### config.mk
export PLATFORM = sky130hd
export DESIGN_NAME = pipe_ctrl
export DESIGN_NICKNAME = d
export VERILOG_FILES = /design/src/rtl/pipe_ctrl_pkg.sv /design/src/rtl/pipe_cnt.sv /design/src/rtl/pipe_ctrl.sv
export SDC_FILE = /design/constraint.sdc
export NUM_CORES = 1
export LEC_CHECK = 0
export BUFFER_PORTS_ARGS = -buffer_cell sky130_fd_sc_hd__buf_2
export CORE_MARGIN = 2
export CORE_UTILIZATION = 45
export DETAILED_ROUTE_END_ITERATION = 8
export GPL_ROUTABILITY_DRIVEN = 0
export PLACE_DENSITY_LB_ADDON = 0.12
export REMOVE_ABC_BUFFERS = 1
export SKIP_LAST_GASP = 1
export SLEW_MARGIN = 5
export SYNTH_ARGS = -nofsm -noshare
export SYNTH_HDL_FRONTEND = slang
export SYNTH_SLANG_ARGS = --single-unit
### constraint.sdc
create_clock -name clk -period 1.45 [get_ports clk]
set_input_delay 0.2175 -clock clk [delete_from_list [all_inputs] [get_ports clk]]
set_output_delay 0.2175 -clock clk [all_outputs]
set_load 0.005 [all_outputs]
### src/rtl/pipe_ctrl_pkg.sv
// Shared types and constants for the pipeline sequencer.
// Front-end state encodings, the flush NOP and a counter width helper.
package pipe_ctrl_pkg;

    typedef enum logic [1:0] {
        ST_RUN   = 2'd0,
        ST_FLUSH = 2'd1,
        ST_STALL = 2'd2,
        ST_HALT  = 2'd3
    } pipe_state_e;

    // Instruction loaded into if_id/id_ex while a stage is flushed (addi x0,x0,0).
    localparam logic [31:0] NOP_INSN = 32'h0000_0013;

    function automatic int unsigned cnt_width(input int unsigned max_val);
        return (max_val < 2) ? 1 : $clog2(max_val + 1);
    endfunction

endpackage

### src/rtl/pipe_cnt.sv
// Loadable down-counter that stops at zero.
// Used to time the multi-cycle flush that follows a taken jump.
module pipe_cnt #(
    parameter int unsigned WIDTH = 2
) (
    input  logic             clk,
    input  logic             rst,
    input  logic             load_i,
    input  logic [WIDTH-1:0] load_val_i,
    input  logic             dec_i,
    output logic [WIDTH-1:0] cnt_o
);

    logic [WIDTH-1:0] cnt_q;
    logic [WIDTH-1:0] cnt_d;

    always_comb begin
        cnt_d = cnt_q;
        if (load_i) begin
            cnt_d = load_val_i;
        end else if (dec_i && (cnt_q != '0)) begin
            cnt_d = cnt_q - WIDTH'(1);
        end
    end

    always_ff @(posedge clk) begin
        if (rst) begin
            cnt_q <= '0;
        end else begin
            cnt_q <= cnt_d;
        end
    end

    assign cnt_o = cnt_q;

endmodule

### src/rtl/pipe_ctrl.sv
// Pipeline sequencer: arbitrates ex/memory/debug requests into PC redirect,
// per-stage hold and flush for pc_reg, if_id and id_ex.
module pipe_ctrl
    import pipe_ctrl_pkg::*;
#(
    parameter int unsigned FLUSH_CYCLES  = 2,
    parameter int unsigned STALL_TIMEOUT = 64
) (
    input  logic        clk,
    input  logic        rst,
    input  logic        jump_en_i,
    input  logic [31:0] jump_addr_i,
    input  logic        hold_flag_ex_i,
    input  logic        hold_req_mem_i,
    input  logic        hold_req_ext_i,
    output logic        jump_en_o,
    output logic [31:0] jump_addr_o,
    output logic        hold_pc_o,
    output logic        hold_if_id_o,
    output logic        hold_id_ex_o,
    output logic        flush_if_id_o,
    output logic        flush_id_ex_o,
    output logic        halted_o,
    output logic        stall_timeout_o
);

    localparam int unsigned FW = cnt_width(FLUSH_CYCLES);
    localparam int unsigned SW = cnt_width(STALL_TIMEOUT);

    pipe_state_e   state_q, state_d;
    logic [SW-1:0] stall_cnt_q, stall_cnt_d;
    logic          pend_vld_q, pend_vld_d;
    logic [31:0]   pend_addr_q, pend_addr_d;

    logic [FW-1:0] fl_cnt;
    logic          fl_load;
    logic          fl_dec;

    logic          any_hold;
    logic          hold;
    logic          flush;
    logic          issue;
    logic [31:0]   issue_addr;
    logic          timeout;

    assign any_hold = hold_flag_ex_i | hold_req_mem_i;

    pipe_cnt #(
        .WIDTH (FW)
    ) u_flush_cnt (
        .clk        (clk),
        .rst        (rst),
        .load_i     (fl_load),
        .load_val_i (FW'(FLUSH_CYCLES - 1)),
        .dec_i      (fl_dec),
        .cnt_o      (fl_cnt)
    );

    always_comb begin
        state_d     = state_q;
        stall_cnt_d = stall_cnt_q;
        pend_vld_d  = pend_vld_q;
        pend_addr_d = pend_addr_q;
        hold        = 1'b0;
        flush       = 1'b0;
        issue       = 1'b0;
        issue_addr  = '0;
        timeout     = 1'b0;
        fl_load     = 1'b0;
        fl_dec      = 1'b0;

        case (state_q)
            // RUN and STALL share arbitration; stall_cnt_q is zero in RUN.
            ST_RUN, ST_STALL: begin
                if (hold_req_ext_i) begin
                    hold        = 1'b1;
                    state_d     = ST_HALT;
                    stall_cnt_d = '0;
                    if (jump_en_i) begin
                        pend_vld_d  = 1'b1;
                        pend_addr_d = jump_addr_i;
                    end
                end else if (jump_en_i && !((state_q == ST_STALL) && hold_flag_ex_i)) begin
                    issue       = 1'b1;
                    issue_addr  = jump_addr_i;
                    stall_cnt_d = '0;
                end else if (any_hold) begin
                    hold        = 1'b1;
                    state_d     = ST_STALL;
                    timeout     = (stall_cnt_q == SW'(STALL_TIMEOUT - 1));
                    stall_cnt_d = (stall_cnt_q == SW'(STALL_TIMEOUT)) ? stall_cnt_q
                                                                      : stall_cnt_q + SW'(1);
                end else begin
                    state_d     = ST_RUN;
                    stall_cnt_d = '0;
                end
            end

            ST_FLUSH: begin
                flush  = 1'b1;
                fl_dec = 1'b1;
                if (fl_cnt <= FW'(1)) begin
                    state_d = hold_req_ext_i ? ST_HALT : ST_RUN;
                end
            end

            ST_HALT: begin
                hold = 1'b1;
                if (hold_req_ext_i) begin
                    if (jump_en_i && !pend_vld_q) begin
                        pend_vld_d  = 1'b1;
                        pend_addr_d = jump_addr_i;
                    end
                end else if (pend_vld_q) begin
                    hold        = 1'b0;
                    issue       = 1'b1;
                    issue_addr  = pend_addr_q;
                    pend_vld_d  = 1'b0;
                    pend_addr_d = '0;
                end else begin
                    state_d = ST_RUN;
                end
            end

            default: begin
                state_d = ST_RUN;
            end
        endcase

        if (issue) begin
            flush = 1'b1;
            if (FLUSH_CYCLES > 1) begin
                state_d = ST_FLUSH;
                fl_load = 1'b1;
            end else begin
                state_d = ST_RUN;
            end
        end
    end

    always_ff @(posedge clk) begin
        if (rst) begin
            state_q     <= ST_RUN;
            stall_cnt_q <= '0;
            pend_vld_q  <= 1'b0;
            pend_addr_q <= '0;
        end else begin
            state_q     <= state_d;
            stall_cnt_q <= stall_cnt_d;
            pend_vld_q  <= pend_vld_d;
            pend_addr_q <= pend_addr_d;
        end
    end

    assign jump_en_o       = ~rst & issue;
    assign jump_addr_o     = (~rst & issue) ? issue_addr : '0;
    assign hold_pc_o       = ~rst & hold;
    assign hold_if_id_o    = ~rst & hold;
    assign hold_id_ex_o    = ~rst & hold;
    assign flush_if_id_o   = ~rst & flush;
    assign flush_id_ex_o   = ~rst & flush;
    assign halted_o        = ~rst & (state_q == ST_HALT);
    assign stall_timeout_o = ~rst & timeout;

    a_if_id_excl: assert property (@(posedge clk) !(hold_if_id_o && flush_if_id_o));
    a_id_ex_excl: assert property (@(posedge clk) !(hold_id_ex_o && flush_id_ex_o));
    a_jump_flush: assert property (@(posedge clk) jump_en_o |-> (flush_if_id_o && flush_id_ex_o));

endmodule

==> load_flow_metrics.sql <==
INSERT INTO impl_metrics (metric_group, metric, value, unit) VALUES
('status', 'status', 'finished with violations', ''),
('status', 'failed_checks', 'negative setup slack', ''),
('placement', 'detailed_placer_s_ending_hpwl', '4.04', 'mm'),
('grt', 'pin_count_of_the_biggest_net_entering_global_routing', '33', ''),
('min_path', 'timing.hold.worst.class', 'input pin to flop', ''),
('timing', 'final_critical_path_setup_slack', '-0.327', 'ns'),
('detailed_routing', 'drt_pre_antenna_iters', '4', ''),
('timing', 'totalNegativeSetupSlack', '-10.63', 'ns'),
('synth', 'synthFlopType', 'sky130_fd_sc_hd__dfxtp_1', ''),
('timing', 'timing.final.crit_period', '1.78', 'ns'),
('worst_setup_path', 'crit_path_start_kind', 'flop', ''),
('synth', 'fraction_of_post_synthesis_cell_area_in_the_top_cell_type_by_area', '37.6', '%'),
('power_and_ir_drop', 'peakVddDrop', '634', 'uV'),
('synth', 'synth_top_cells_by_area', 'sky130_fd_sc_hd__dfxtp_1 (38%), sky130_fd_sc_hd__a2bb2oi_1 (12%), sky130_fd_sc_hd__a22oi_1 (10%)', ''),
('cts', 'ctsRootBufferMaster', 'sky130_fd_sc_hd__clkbuf_8', ''),
('synth', 'synth_cell_types', '38', ''),
('cts', 'clock_insertion_delay_worst_skew', '0.29', 'ns'),
('job', 'max_cap_violations', '0', ''),
('cts', 'cts.sink_count', '44', ''),
('floorplan', 'floorplan.io_pins', '78', ''),
('detailed_routing', 'drt-total-wl', '7.25', 'mm'),
('detailed_routing', 'drc_errors', '0', ''),
('placement', 'place.detailed.instances', '428', ''),
('synth', 'post_synth_edffs', '0', ''),
('worst_setup_path', 'crit_required', '1.23', 'ns'),
('synth', 'synth-warning-count', '0', ''),
('grt', 'grt_use_met2', '38.1', '%'),
('synth', 'synth_sequential_area_ratio', '37.6', '%'),
('grt', 'grt_util_met1', '29.6', '%'),
('floorplan', 'chipHeight', '76.2', 'um'),
('cells_and_area', 'area.growth.synth_to_final', '51.5', '%'),
('placement', 'portBuffers', '77', ''),
('synth', 'syn_inst', '285', ''),
('worst_setup_path', 'worstPathCellList', 'nor2_4 > and3_4 > clkbuf_16 > a22oi_2 > nor2_1 > buf_2', ''),
('worst_setup_path', 'critical_path_peak_fanout', '8', ''),
('timing', 'final.setup_skew', '0.00695', 'ns'),
('timing', 'rsz0062_at_grt', 'yes', ''),
('cts', 'cts-buffers-inserted', '5', ''),
('power_and_ir_drop', 'power.switching_fraction', '27.6', '%'),
('cts', 'htree_levels', '2', ''),
('synth', 'mappedNetlistArea', '2340', 'um^2'),
('power_and_ir_drop', 'p_int', '2280', 'uW'),
('grt', 'grt_pass1_vias', '2343', ''),
('timing', 'slew_violations', '0', ''),
('timing', 'period_utilisation_layout', '123', '%'),
('grt', 'grt_antenna_before_repair', '0', ''),
('worst_setup_path', 'worst-setup-path-type', 'flop to primary output', ''),
('timing', 'max-slew-margin-rel', '76.7', '%'),
('cells_and_area', 'final_net_count', '421', ''),
('detailed_routing', 'route.detailed.wl_per_inst', '16.1', 'um'),
('grt', 'layer_carrying_the_most_global_route_usage', 'met2', ''),
('grt', 'grt_first_pass_wirelength', '10.9', 'mm'),
('cts', 'cts_max_path_buffers', '2', ''),
('worst_setup_path', 'timing.critical_path.slowest_cell_delay', '0.37', 'ns'),
('cells_and_area', 'final_cell_count_no_fill', '450', ''),
('synth', 'ys_seq_elements', '44', ''),
('grt', 'grtUsageMet3', '5.09', '%'),
('worst_setup_path', 'critPathArrivalTime', '1.56', 'ns'),
('timing', 'timing_worst_slew_pin_value', '0.350', 'ns'),
('synth', 'netlist.top_cell.by_area', 'sky130_fd_sc_hd__dfxtp_1', ''),
('synth', 'postSynth.asyncResetShare', '0', '%'),
('synth', 'synth.top_cells.by_count', 'sky130_fd_sc_hd__dfxtp_1 (44), sky130_fd_sc_hd__nand2_1 (40), sky130_fd_sc_hd__nor2_1 (40)', ''),
('power_and_ir_drop', 'p_clk_share', '29.4', '%'),
('power_and_ir_drop', 'net_switching_component_of_the_power', '868', 'uW'),
('timing', 'final-hold-violation-count', '0', ''),
('detailed_routing', 'drt-vias-per-instance', '5.55', ''),
('cts', 'clk_pin_slew', '0.08', 'ns'),
('timing', 'timing.final.setup_violations', '58', ''),
('cells_and_area', 'antenna_cells_inserted', '0', ''),
('floorplan', 'total_core_area', '5070', 'um^2'),
('cts', 'cts_tree', 'built', '');
## registers in the layout, summed over array words and instances, names as in the netlist
name and count:
pend_addr_q 32, pend_vld_q 1, stall_cnt_q 7, state_q 2
u_flush_cnt.cnt_o 2
## critical path, delay by kind of cell, from the launching register on
kind	cells	cell delay (ns)
buffers and inverters	2	0.32
DFF	1	0.37
and+or+nand+nor	3	0.51
AOI/OAI and AO/OA	1	0.07
## power by group through the flow
| stage | Clock (uW) | Sequential (uW) | Combinational [uW] |
|---|---|---|---|
| 5_1_grt | 982 | 1440 | 846 |
| 4_1_cts | 943 | 1410 | 647 |
| 6_report | 924 | 1440 | 785 |
| 2_1_floorplan | 0 | 1420 | 321 |
| 3_3_place_gp | 0 | 1430 | 586 |
| 3_5_place_dp | 0 | 1430 | 594 |
## layout make-up
| class | count | area share (%) |
|---|---|---|
| multi-input cells | 205 | 44.7 |
| clock buffers | 6 | 2.04 |
| repair buffers | 116 | 23.9 |
| clock inverters | 2 | 0.987 |
| flip-flops and latches | 44 | 25.1 |
| well taps | 70 | 2.47 |
| inverters | 7 | 0.740 |
## stage by stage
stage	instance area [um^2]	hold WS, ns	worst slack, ns	total power (uW)
after global placement	2930	0.469	-0.0376	2010
after detailed placement	2930	0.478	-0.0951	2020
after floorplan	2190	0.287	-1.04	1740
final	3550	0.171	-0.327	3140
after CTS	3220	0.159	-0.276	3000
after global routing	3550	0.169	-0.373	3270
## metal layers
layer  up-vias  routed length [um]
li1       1226                   -
met1      1189                3210
met2        75                3550
met3         6                 421
met4         0                  68
met5         -                   0
## placed cells by master (no fill, tap or decap), types with 2 or more instances in the layout
cell type                   count
sky130_fd_sc_hd__buf_2         77
sky130_fd_sc_hd__nand2_1       39
sky130_fd_sc_hd__dfxtp_1       39
sky130_fd_sc_hd__nor2_1        37
sky130_fd_sc_hd__buf_4         24
sky130_fd_sc_hd__a22oi_2       16
sky130_fd_sc_hd__a22oi_1       16
sky130_fd_sc_hd__a2bb2oi_2     16
sky130_fd_sc_hd__a2bb2oi_1     16
sky130_fd_sc_hd__a21oi_1        8
sky130_fd_sc_hd__inv_1          7
sky130_fd_sc_hd__nand3_1        7
sky130_fd_sc_hd__clkbuf_8       5
sky130_fd_sc_hd__buf_6          5
sky130_fd_sc_hd__buf_12         5
sky130_fd_sc_hd__a31oi_1        4
sky130_fd_sc_hd__clkbuf_16      4
sky130_fd_sc_hd__nor2_4         3
sky130_fd_sc_hd__and3_4         3
sky130_fd_sc_hd__nand2b_1       3
sky130_fd_sc_hd__ha_1           3
sky130_fd_sc_hd__dfxtp_2        3
sky130_fd_sc_hd__and3b_1        2
sky130_fd_sc_hd__a311oi_1       2
sky130_fd_sc_hd__nand4b_1       2
sky130_fd_sc_hd__dfxtp_4        2
## cells by family after synthesis
logic type                 Yosys count  synth area share (%)
muxes                                1                 0.427
xor gates and xnor gates             1                 0.374
AOI/OAI and AO/OA                   93                  31.2
and+or+nand+nor                    106                  20.8
adders and majority gates            4                  2.14
DFF                                 44                  37.6
buffers and inverters               36                  7.47
## final timing paths
check,from,end,slack (ns),cells after the start
max,state_q[0]$_SDFFE_PP0P_,jump_addr_o[22],-0.33,6
min,jump_addr_i[2],pend_addr_q[2]$_SDFFE_PP0P_,0.17,3
max reg2reg,state_q[0]$_SDFFE_PP0P_,pend_addr_q[5]$_SDFFE_PP0P_,-0.05,7
min reg2reg,pend_addr_q[6]$_SDFFE_PP0P_,pend_addr_q[6]$_SDFFE_PP0P_,0.50,1
## timing repair
item	in CTS	in global routing
pin swaps	7	41
setup endpoints to repair	43	75
setup buffers	4	1
gates cloned	3	6
hold endpoints to repair	0	0
gates resized for setup	28	43
Note: power is estimated with default switching activity, not from simulation.
